[src/rtl/mem_port_arbiter_pkg.sv]
// rtl/mem_port_arbiter_pkg.sv - shared types and defaults for the memory port arbiter
package mem_port_arbiter_pkg;

    // Arbiter ownership phases: waiting for a request, presenting it downstream, collecting beats.
    typedef enum logic [1:0] {
        ARB_IDLE  = 2'd0,
        ARB_ISSUE = 2'd1,
        ARB_WAIT  = 2'd2
    } arb_state_e;

    localparam int DEF_DATA_WIDTH = 64;
    localparam int DEF_ADDR_WIDTH = 64;

endpackage

[src/rtl/mem_port_arbiter_if.sv]
// rtl/mem_port_arbiter_if.sv - requester, downstream and status signals of the shared memory port
interface mem_port_arbiter_if
    import mem_port_arbiter_pkg::*;
#(
    parameter int N          = 2,
    parameter int DATA_WIDTH = DEF_DATA_WIDTH,
    parameter int ADDR_WIDTH = DEF_ADDR_WIDTH,
    parameter int SEL_WIDTH  = $clog2(N)
);
    logic [N-1:0]                 req_valid;
    logic [N-1:0]                 req_ready;
    logic [N-1:0][ADDR_WIDTH-1:0] req_addr;
    logic [N-1:0]                 req_wr;
    logic [N-1:0][DATA_WIDTH-1:0] req_wdata;
    logic [N-1:0]                 resp_valid;
    logic                         resp_last;
    logic [DATA_WIDTH-1:0]        resp_data;
    logic                         mem_req_valid;
    logic                         mem_req_ready;
    logic [ADDR_WIDTH-1:0]        mem_addr;
    logic                         mem_wr;
    logic [DATA_WIDTH-1:0]        mem_wdata;
    logic                         mem_resp_valid;
    logic                         mem_resp_last;
    logic [DATA_WIDTH-1:0]        mem_resp_data;
    logic [SEL_WIDTH-1:0]         grant_sel;
    logic                         busy;

    // Arbiter side.
    modport master (
        input  req_valid, req_addr, req_wr, req_wdata,
        input  mem_req_ready, mem_resp_valid, mem_resp_last, mem_resp_data,
        output req_ready, resp_valid, resp_last, resp_data,
        output mem_req_valid, mem_addr, mem_wr, mem_wdata, grant_sel, busy
    );

    // Requesters plus downstream memory side.
    modport slave (
        output req_valid, req_addr, req_wr, req_wdata,
        output mem_req_ready, mem_resp_valid, mem_resp_last, mem_resp_data,
        input  req_ready, resp_valid, resp_last, resp_data,
        input  mem_req_valid, mem_addr, mem_wr, mem_wdata, grant_sel, busy
    );
endinterface

[src/rtl/mem_port_arbiter_mux.sv]
// rtl/mem_port_arbiter_mux.sv - generic N-input mux steering one requester field onto the port
module mem_port_arbiter_mux #(
    parameter int N         = 2,
    parameter int W         = 64,
    parameter int SEL_WIDTH = $clog2(N)
) (
    input  logic [N-1:0][W-1:0]  in_data,
    input  logic [SEL_WIDTH-1:0] sel,
    output logic [W-1:0]         out_data
);
    assign out_data = in_data[sel];
endmodule

[src/rtl/mem_port_arbiter_rr_picker.sv]
// rtl/mem_port_arbiter_rr_picker.sv - round-robin pick of the next requester after last_grant
module mem_port_arbiter_rr_picker #(
    parameter int N         = 2,
    parameter int SEL_WIDTH = $clog2(N)
) (
    input  logic [N-1:0]         req,
    input  logic [SEL_WIDTH-1:0] last_grant,
    output logic                 any,
    output logic [SEL_WIDTH-1:0] pick
);
    logic [N-1:0] rot;
    logic         found;

    assign any = |req;

    // Rotate so bit 0 is the requester after last_grant, then take the first set bit.
    // When last_grant+1 wraps (power-of-two N) or equals N, the shift lands back on req itself.
    always_comb begin
        rot   = N'({req, req} >> (last_grant + SEL_WIDTH'(1)));
        pick  = '0;
        found = 1'b0;
        for (int j = 0; j < N; j++) begin
            if (!found && rot[j]) begin
                found = 1'b1;
                pick  = SEL_WIDTH'((int'(last_grant) + 1 + j) % N);
            end
        end
    end
endmodule

[src/rtl/mem_port_arbiter.sv]
// rtl/mem_port_arbiter.sv - round-robin, non-preemptive owner of one shared memory port
module mem_port_arbiter
    import mem_port_arbiter_pkg::*;
#(
    parameter int N          = 2,
    parameter int DATA_WIDTH = DEF_DATA_WIDTH,
    parameter int ADDR_WIDTH = DEF_ADDR_WIDTH,
    parameter int SEL_WIDTH  = $clog2(N)
) (
    input  logic               clk,
    input  logic               reset,
    mem_port_arbiter_if.master bus
);
    arb_state_e           state, state_nx;
    logic [SEL_WIDTH-1:0] last_grant, last_grant_nx;
    logic [SEL_WIDTH-1:0] grant_q, grant_nx;
    logic                 req_any;
    logic [SEL_WIDTH-1:0] req_pick;

    mem_port_arbiter_rr_picker #(.N(N), .SEL_WIDTH(SEL_WIDTH)) u_picker (
        .req        (bus.req_valid),
        .last_grant (last_grant),
        .any        (req_any),
        .pick       (req_pick)
    );

    mem_port_arbiter_mux #(.N(N), .W(ADDR_WIDTH), .SEL_WIDTH(SEL_WIDTH)) u_addr_mux (
        .in_data  (bus.req_addr),
        .sel      (grant_q),
        .out_data (bus.mem_addr)
    );

    mem_port_arbiter_mux #(.N(N), .W(DATA_WIDTH), .SEL_WIDTH(SEL_WIDTH)) u_wdata_mux (
        .in_data  (bus.req_wdata),
        .sel      (grant_q),
        .out_data (bus.mem_wdata)
    );

    assign bus.mem_wr    = bus.req_wr[grant_q];
    assign bus.grant_sel = grant_q;
    assign bus.resp_data = bus.mem_resp_data;
    assign bus.resp_last = bus.mem_resp_last;

    // State, owner and round-robin pointer; reset abandons any in-flight transaction.
    always_ff @(posedge clk or posedge reset) begin
        if (reset) begin
            state      <= ARB_IDLE;
            last_grant <= SEL_WIDTH'(N - 1);
            grant_q    <= '0;
        end else begin
            state      <= state_nx;
            last_grant <= last_grant_nx;
            grant_q    <= grant_nx;
        end
    end

    // Next state plus owner-only request/response routing.
    always_comb begin
        state_nx          = state;
        last_grant_nx     = last_grant;
        grant_nx          = grant_q;
        bus.req_ready     = '0;
        bus.resp_valid    = '0;
        bus.mem_req_valid = 1'b0;
        bus.busy          = 1'b0;
        case (state)
            ARB_IDLE: begin
                if (req_any) begin
                    grant_nx = req_pick;
                    state_nx = ARB_ISSUE;
                end
            end
            ARB_ISSUE: begin
                bus.busy               = 1'b1;
                bus.mem_req_valid      = bus.req_valid[grant_q];
                bus.req_ready[grant_q] = bus.mem_req_ready;
                if (bus.req_valid[grant_q] && bus.mem_req_ready) begin
                    state_nx = ARB_WAIT;
                end else if (!bus.req_valid[grant_q]) begin
                    // Owner withdrew before the handshake: give up without moving the pointer.
                    state_nx = ARB_IDLE;
                end
            end
            ARB_WAIT: begin
                bus.busy                = 1'b1;
                bus.resp_valid[grant_q] = bus.mem_resp_valid;
                if (bus.mem_resp_valid && bus.mem_resp_last) begin
                    last_grant_nx = grant_q;
                    state_nx      = ARB_IDLE;
                end
            end
            default: state_nx = ARB_IDLE;
        endcase
    end

    // A response beat is only meaningful while a transaction is outstanding.
    assert property (@(posedge clk) disable iff (reset) bus.mem_resp_valid |-> state == ARB_WAIT);

endmodule

[src/flat_wrapper.sv]
// flat-port wrapper written by rule: the top's interface ports become plain ports
module mem_port_arbiter_flat import mem_port_arbiter_pkg::*;
#(
    parameter int N          = 2,
    parameter int DATA_WIDTH = DEF_DATA_WIDTH,
    parameter int ADDR_WIDTH = DEF_ADDR_WIDTH,
    parameter int SEL_WIDTH  = $clog2(N)
)
  (clk, reset, bus_req_valid, bus_req_addr, bus_req_wr, bus_req_wdata, bus_mem_req_ready, bus_mem_resp_valid, bus_mem_resp_last, bus_mem_resp_data, bus_req_ready, bus_resp_valid, bus_resp_last, bus_resp_data, bus_mem_req_valid, bus_mem_addr, bus_mem_wr, bus_mem_wdata, bus_grant_sel, bus_busy);
  mem_port_arbiter_if #(.N(N), .DATA_WIDTH(DATA_WIDTH), .ADDR_WIDTH(ADDR_WIDTH), .SEL_WIDTH(SEL_WIDTH)) bus_i ();
  input  logic clk;
  input  logic reset;
  input wire logic [$bits(bus_i.req_valid)-1:0] bus_req_valid;
  input wire logic [$bits(bus_i.req_addr)-1:0] bus_req_addr;
  input wire logic [$bits(bus_i.req_wr)-1:0] bus_req_wr;
  input wire logic [$bits(bus_i.req_wdata)-1:0] bus_req_wdata;
  input wire logic [$bits(bus_i.mem_req_ready)-1:0] bus_mem_req_ready;
  input wire logic [$bits(bus_i.mem_resp_valid)-1:0] bus_mem_resp_valid;
  input wire logic [$bits(bus_i.mem_resp_last)-1:0] bus_mem_resp_last;
  input wire logic [$bits(bus_i.mem_resp_data)-1:0] bus_mem_resp_data;
  output wire logic [$bits(bus_i.req_ready)-1:0] bus_req_ready;
  output wire logic [$bits(bus_i.resp_valid)-1:0] bus_resp_valid;
  output wire logic [$bits(bus_i.resp_last)-1:0] bus_resp_last;
  output wire logic [$bits(bus_i.resp_data)-1:0] bus_resp_data;
  output wire logic [$bits(bus_i.mem_req_valid)-1:0] bus_mem_req_valid;
  output wire logic [$bits(bus_i.mem_addr)-1:0] bus_mem_addr;
  output wire logic [$bits(bus_i.mem_wr)-1:0] bus_mem_wr;
  output wire logic [$bits(bus_i.mem_wdata)-1:0] bus_mem_wdata;
  output wire logic [$bits(bus_i.grant_sel)-1:0] bus_grant_sel;
  output wire logic [$bits(bus_i.busy)-1:0] bus_busy;
  assign bus_i.req_valid = bus_req_valid;
  assign bus_i.req_addr = bus_req_addr;
  assign bus_i.req_wr = bus_req_wr;
  assign bus_i.req_wdata = bus_req_wdata;
  assign bus_i.mem_req_ready = bus_mem_req_ready;
  assign bus_i.mem_resp_valid = bus_mem_resp_valid;
  assign bus_i.mem_resp_last = bus_mem_resp_last;
  assign bus_i.mem_resp_data = bus_mem_resp_data;
  assign bus_req_ready = bus_i.req_ready;
  assign bus_resp_valid = bus_i.resp_valid;
  assign bus_resp_last = bus_i.resp_last;
  assign bus_resp_data = bus_i.resp_data;
  assign bus_mem_req_valid = bus_i.mem_req_valid;
  assign bus_mem_addr = bus_i.mem_addr;
  assign bus_mem_wr = bus_i.mem_wr;
  assign bus_mem_wdata = bus_i.mem_wdata;
  assign bus_grant_sel = bus_i.grant_sel;
  assign bus_busy = bus_i.busy;
  mem_port_arbiter #(.N(N), .DATA_WIDTH(DATA_WIDTH), .ADDR_WIDTH(ADDR_WIDTH), .SEL_WIDTH(SEL_WIDTH)) u_core (.clk(clk), .reset(reset), .bus(bus_i));
endmodule
[config.mk]
export PLATFORM = sky130hd
export DESIGN_NAME = mem_port_arbiter_flat
export DESIGN_NICKNAME = d
export VERILOG_FILES = /design/src/rtl/mem_port_arbiter_pkg.sv /design/src/rtl/mem_port_arbiter_if.sv /design/src/rtl/mem_port_arbiter_mux.sv /design/src/rtl/mem_port_arbiter_rr_picker.sv /design/src/rtl/mem_port_arbiter.sv /design/src/flat_wrapper.sv
export SDC_FILE = /design/constraint.sdc
export NUM_CORES = 1
export LEC_CHECK = 0
export CORE_AREA = 2 2 204 206
export DETAILED_ROUTE_END_ITERATION = 16
export DIE_AREA = 0 0 206 208
export GPL_ROUTABILITY_DRIVEN = 0
export PLACE_DENSITY_LB_ADDON = 0.1
export SYNTH_ARGS = -nofsm -noshare
export SYNTH_HDL_FRONTEND = slang
export SYNTH_HIERARCHICAL = 1
export SYNTH_SLANG_ARGS = --single-unit
[constraint.sdc]
create_clock -name clk -period 1.4 [get_ports clk]
set_input_delay 0.21 -clock clk [delete_from_list [all_inputs] [get_ports clk]]
set_output_delay 0.21 -clock clk [all_outputs]
set_load 0.05 [all_outputs]
; Yosys cells after proc, flatten, opt, wreduce, memory -nomap -nowiden
; Cells that the tools add are included.
[word_totals]
ff_bits = 4
inputBits = 329
[classes]
n_addsub = 3
n_lt_le_gt_ge = 2
n_eq_ne = 5
n_shift = 1
mux = 22
bitwise_logic = 2
n_reduce_logical = 11
[op_table]
columns = operator, n
row1 = $mux W64, 4
row2 = $mux W2, 6
row3 = $mux W1, 10
row4 = $pmux W2 S3, 1
row5 = $and A2 B2 Y2, 2
row6 = $logic_and A1 B1 Y1, 4
row7 = $ne A2 B1 Y1 const B, 2
row8 = $reduce_and A2 Y1, 2
row9 = $reduce_or A2 Y1, 2
row10 = $shr A4 B1 Y2, 1
row11 = $add A1 B1 Y1 const B, 3
row12 = $ne A3 B3 Y1 const B, 1
row13 = $reduce_and A3 Y1, 1
row14 = $eq A2 B1 Y1 const B, 1
row15 = $eq A2 B2 Y1 const B, 1
row16 = $logic_not A2 Y1, 1
row17 = $lt A1 B2 Y1 const B, 1
row18 = $demux W1 S1, 1
row19 = $ge A1 B1 Y1 const B, 1
row20 = $logic_not A1 Y1, 1

; Depth between registers and ports, before layout
[depth]
depth_word = 6
depth_mapped = 5
ltp_nobuf = 5

; Modules after synthesis
; The synthesis kept the hierarchy.
[by_module_without_submodules]
columns = module, n_inst, cells_per_inst, area_each_um2, seq_area_each_um2
row1 = mem_port_arbiter_mux, 2, 71, 1077.3, 0.0
row2 = mem_port_arbiter, 1, 96, 800.8, 101.3
row3 = mem_port_arbiter_rr_picker, 1, 2, 13.8, 0.0

; Worst setup path after synthesis
; No wires, ideal clock.
[synth_timing]
path_type = reg-to-reg
start = register u_core.grant_q (netlist: u_core/bus.grant_sel)
end = register u_core.state[1]
setup_time_ns = 0.126
arrival_ns = 1.802
t_required_ns = 1.274
slack_ns = -0.528
stages_incl_launch_ff = 4
n_path_buf = 0
period_less_slack_ns = 1.928
path_cell_list = dfrtp_1 > mux2_4 > and2_1 > o32a_1
[synth_between]
elab_chain_cells = 5
word_cells_on_any_way = 7
cone_classes = eq/ne (1) / mux (4) / reduce/logical (2)
[synth_lines]
columns = element, line
row1 = start: declaration, mem_port_arbiter.sv:16  ; logic [SEL_WIDTH-1:0] grant_q, grant_nx;
row2 = start signal: assignment, mem_port_arbiter.sv:53  ; grant_q <= grant_nx;
row3 = $mux W1 (not written as such) (*) (2 in a row), "mem_port_arbiter.sv:77, mem_port_arbiter.sv:79"
row4 = $logic_and A1 B1 Y1, mem_port_arbiter.sv:77  ; if (bus.req_valid[grant_q] && bus.mem_req_ready) begin
row5 = $ne A3 B3 Y1 (no source line) / $mux W2 (equally long branches), -
row6 = $reduce_and A3 Y1 (no source line) / $pmux W2 S3 (equally long branches), -
row7 = end signal: assignment, mem_port_arbiter.sv:51  ; state <= state_nx;
row8 = end: declaration, mem_port_arbiter.sv:14  ; arb_state_e state, state_nx;
; Mark *: on every way between the ends. The rest lies on a longest branch, timed or not. The select of a mux whose other input is x is not followed.
; A chain may end at the register's enable or synchronous reset.

; Worst setup path in the final report
[layout_timing]
start = register u_core.grant_q (netlist: u_core/bus.grant_sel)
end = output bus_mem_wdata[62]
[layout_between]
elab_chain_cells = 2
[layout_lines]
columns = element, line
row1 = $mux W64 (not written as such) (2 in a row), mem_port_arbiter_mux.sv:11  ; assign out_data = in_data[sel];
row2 = end: declaration, flat_wrapper.sv:28  ; output wire logic [$bits(bus_i.mem_wdata)-1:0] bus_mem_wdata;
; Every way passes these cells. The select of a mux whose other input is x is not followed.

==> flow_metrics.env <==
export IMPL_met1_length_um=4624
export IMPL_violations="setup timing"
export IMPL_cts_tree="yes"
export IMPL_fin_skew_ns=0.004238
export IMPL_fin_area_sq_mm=0.007754
export IMPL_hold_path_class="in2async"
export IMPL_synth_area_sq_mm=0.002969
export IMPL_cts_made_buffers=3
export IMPL_arrival_ns=1.57
export IMPL_insertion_delay_ns=0.22
export IMPL_dr_pass1_iters=4
export IMPL_antenna_found_initial=0
export IMPL_synthArstFlopShare=1.000
export IMPL_grt_pass1_wl_um=24400
export IMPL_yosysMostFrequentCell="mux2_4"
export IMPL_crit_path_max_incr_delay_ns=0.50
export IMPL_row_count=74
export IMPL_timing_rr_start="u_core/bus.grant_sel$_DFFE_PP0P_"
export IMPL_drv_slew=0
export IMPL_n_fill_cell=4488
export IMPL_ir_worst_vdd_v=0.0007215
export IMPL_max_freq_mhz=562.8
export IMPL_worstPathCellList="buf_12, buf_12, mux2_4, buf_6"
export IMPL_synth_area_leaders="mux2_4, buf_4, buf_12"
export IMPL_core_area_sq_mm=0.04055
export IMPL_crit_path_frequent_cell="buf_12"
export IMPL_io_pins=530
export IMPL_placed_area_sq_mm=0.007024
export IMPL_worst_slack_ns=-0.3767
export IMPL_status="finished with violations"
export IMPL_grt_pass1_vias=3820
export IMPL_synth_seq_cells=4
export IMPL_synth_top_family_by_area="multiplexers"
export IMPL_critPathKind="reg2out"
export IMPL_combPwrFrac=0.951
export IMPL_vias_per_cell=2.945
export IMPL_final_core_util=0.1912
export IMPL_grt_total_usage=0.07635
export IMPL_wl_met3_um=3062
export IMPL_endpoint_kind="output pin"
export IMPL_intPower_uw=7175
export IMPL_slew_headroom=0.8514
export IMPL_ys_top_cells_by_count="mux2_4, buf_4, buf_12"
export IMPL_antenna_left=0
export IMPL_synthXorXnorAreaFrac=0
export IMPL_synthAdderAreaFrac=0.01686
export IMPL_slowest_stage="dfrtp_4"
export IMPL_synthMuxAreaShare=0.6574
export IMPL_fp_dieArea_sq_mm=0.04285
export IMPL_fin_crit_sh=1.269
export IMPL_drtIter0Drc=53
export IMPL_drc=0
export IMPL_syn_nets=573
export IMPL_switchingPower_uw=7454
export IMPL_cts_hold_buf=0
export IMPL_finalNetCount=936
export IMPL_finalNonFillerCells=1134
export IMPL_worstPathRequired_ns=1.19
export IMPL_critical_path_startpoint_type="register"
export IMPL_reg2regPathDepth=4
export IMPL_post_synth_inst_count=240
export IMPL_tightest_slew_ns=0.2224
export IMPL_ys_flop_type="dfrtp_1"
export IMPL_synthToLayoutAreaGrowth_pct=161.1
export IMPL_drive_above_1_share=0.5282
export IMPL_ctsHtreeMaxLevel=1
export IMPL_maxCapViolCount=0
export IMPL_chipHeight_um=208
export IMPL_r2r_slack_ns=-0.24
export IMPL_path_max_fanout=16
export IMPL_yosysTopAreaCell="mux2_4"
export IMPL_cp_startpoint="u_core/bus.grant_sel$_DFFE_PP0P_"
export IMPL_clkPwrFrac=0.031
export IMPL_num_vias=3340
export IMPL_dr_wl_met2_um=10380
export IMPL_wl_um=18190
export IMPL_power_leakage_uw=0.003372
export IMPL_num_antenna_cells=0
export IMPL_synthSimpleGateAreaFrac=0.02023
export IMPL_clock_sinks=4
export IMPL_wl_per_cell_um=16.04
export IMPL_top_layer="met4"
export IMPL_yosysUniqueCellTypes=21
export IMPL_place_hpwl_um=16430
export IMPL_clk_root_buffer_cell="clkbuf_16"
export IMPL_seq_area_sq_um=105.1
export IMPL_grt_ovfl_total=0
export IMPL_finalHoldViolCount=0
export IMPL_synth_edff_count=0
export IMPL_crit_path_end="bus_mem_wdata[62]"
export IMPL_grt_max_degree=17
export IMPL_synth_top_area_share=0.6119
export IMPL_syn_avg_cell_area_sq_um=12.37
export IMPL_synth_compound_area_share=0.01349
export IMPL_finalSetupViolCount=136
export IMPL_placed_cells=1123
export IMPL_yosysWarnings=6
export IMPL_total_power_uw=14630
export IMPL_die_x_um=206
export IMPL_initial_core_util=0.07321
export IMPL_finalCriticalPeriod_ns=1.777
export IMPL_clk_pin_slew_ns=0.03
export IMPL_swShare=0.5095
export IMPL_rsz0062_at_grt="yes"
export IMPL_reg2reg_to="u_core/state[0]$_DFFE_PP0P_"
export IMPL_cts_path_max_buffers=2
export IMPL_seq_power_share=0.018
export IMPL_multiInputGateArea_sq_mm=0.002162
export IMPL_powerDensity_mw_per_mm2=1887
export IMPL_ys_seq_area_frac=0.03413
export IMPL_portBuffers=401
area by class of cell:
| class | instances | share of cell area |
|---|---|---|
| Timing Repair Buffer | 437 | 0.6096 |
| Multi-Input combinational cell | 153 | 0.2788 |
| Tap cell | 532 | 0.08585 |
| Sequential cell | 4 | 0.01355 |
| Clock buffer | 4 | 0.01017 |
| Inverter | 4 | 0.001936 |
worst max-delay path: cells and delay by family (launching register included):
family / cells / cell delay [ns]
flops: 1 / 0.50
buf+inv: 3 / 0.50
mux: 1 / 0.32
routing by layer:
| layer | vias to the layer above | global-route usage |
|---|---|---|
| met1 | 1481 | 0.05532 |
| met2 | 337 | 0.1671 |
| li1 | 1512 | - |
| met4 | 0 | 0.009113 |
| met5 | - | 0.002304 |
| met3 | 10 | 0.04120 |
power by group through the flow:
stage	Clock (uW)	Sequential, uW	Combinational [uW]
3_5_place_dp	0	270	12600
3_3_place_gp	0	274	12700
6_report	456	259	13900
5_1_grt	477	268	14500
4_1_cts	462	259	13900
2_1_floorplan	0	309	9470
cell families after synthesis:
family	after synthesis
mux	133
buf+inv	83
simple gates	12
compound gates	4
fa+ha+maj	4
flops	4
state kept, by name (all words and copies together), names as in the netlist:
register              cells
u_core/bus.grant_sel      1
u_core/last_grant         1
u_core/state              2
layout by cell type, fill, tap and decap left out, types with 2 or more instances in the layout:
master and n:
a21boi_1 2, and3_1 2, buf_12 15, buf_16 4
buf_4 24, buf_6 122, buf_8 8, clkbuf_16 3
clkdlybuf4s50_1 264, dfrtp_1 2, ha_2 2, inv_1 2
inv_2 2, mux2_1 2, mux2_2 2, mux2_4 129
nand2_1 3
per-stage QoR:
stage / hold WS [ns] / setup TNS, ns / setup WS [ns]
finish: 0.1790 / -44.83 / -0.3767
global route: 0.2079 / -49.32 / -0.4120
CTS: 0.1877 / -47.01 / -0.3970
detailed placement: 0.4203 / -20.80 / -0.2189
global placement: 0.4172 / -21.07 / -0.2237
floorplan: -0.02462 / -17.61 / -0.1647
how the worst min path moves through the flow:
stage,start,endpoint,slack [ns],cells past startpoint
floorplan,reset,u_core/state[0]$_DFFE_PP0P_,-0.02,1
global placement,reset,u_core/state[0]$_DFFE_PP0P_,0.42,2
detailed placement,reset,u_core/state[1]$_DFFE_PP0P_,0.42,2
CTS,reset,u_core/state[1]$_DFFE_PP0P_,0.19,2
global route,reset,u_core/state[0]$_DFFE_PP0P_,0.21,2
finish,reset,u_core/state[1]$_DFFE_PP0P_,0.18,2
timing repair:
| item | in CTS | in global routing |
|---|---|---|
| setup buffers | 2 | 3 |
| endpoints found under the setup margin | 136 | 137 |
| gates cloned | 2 | 0 |
| resized for setup | 125 | 24 |
| pin swaps | 0 | 0 |
Note: power is estimated with default switching activity, not from simulation.
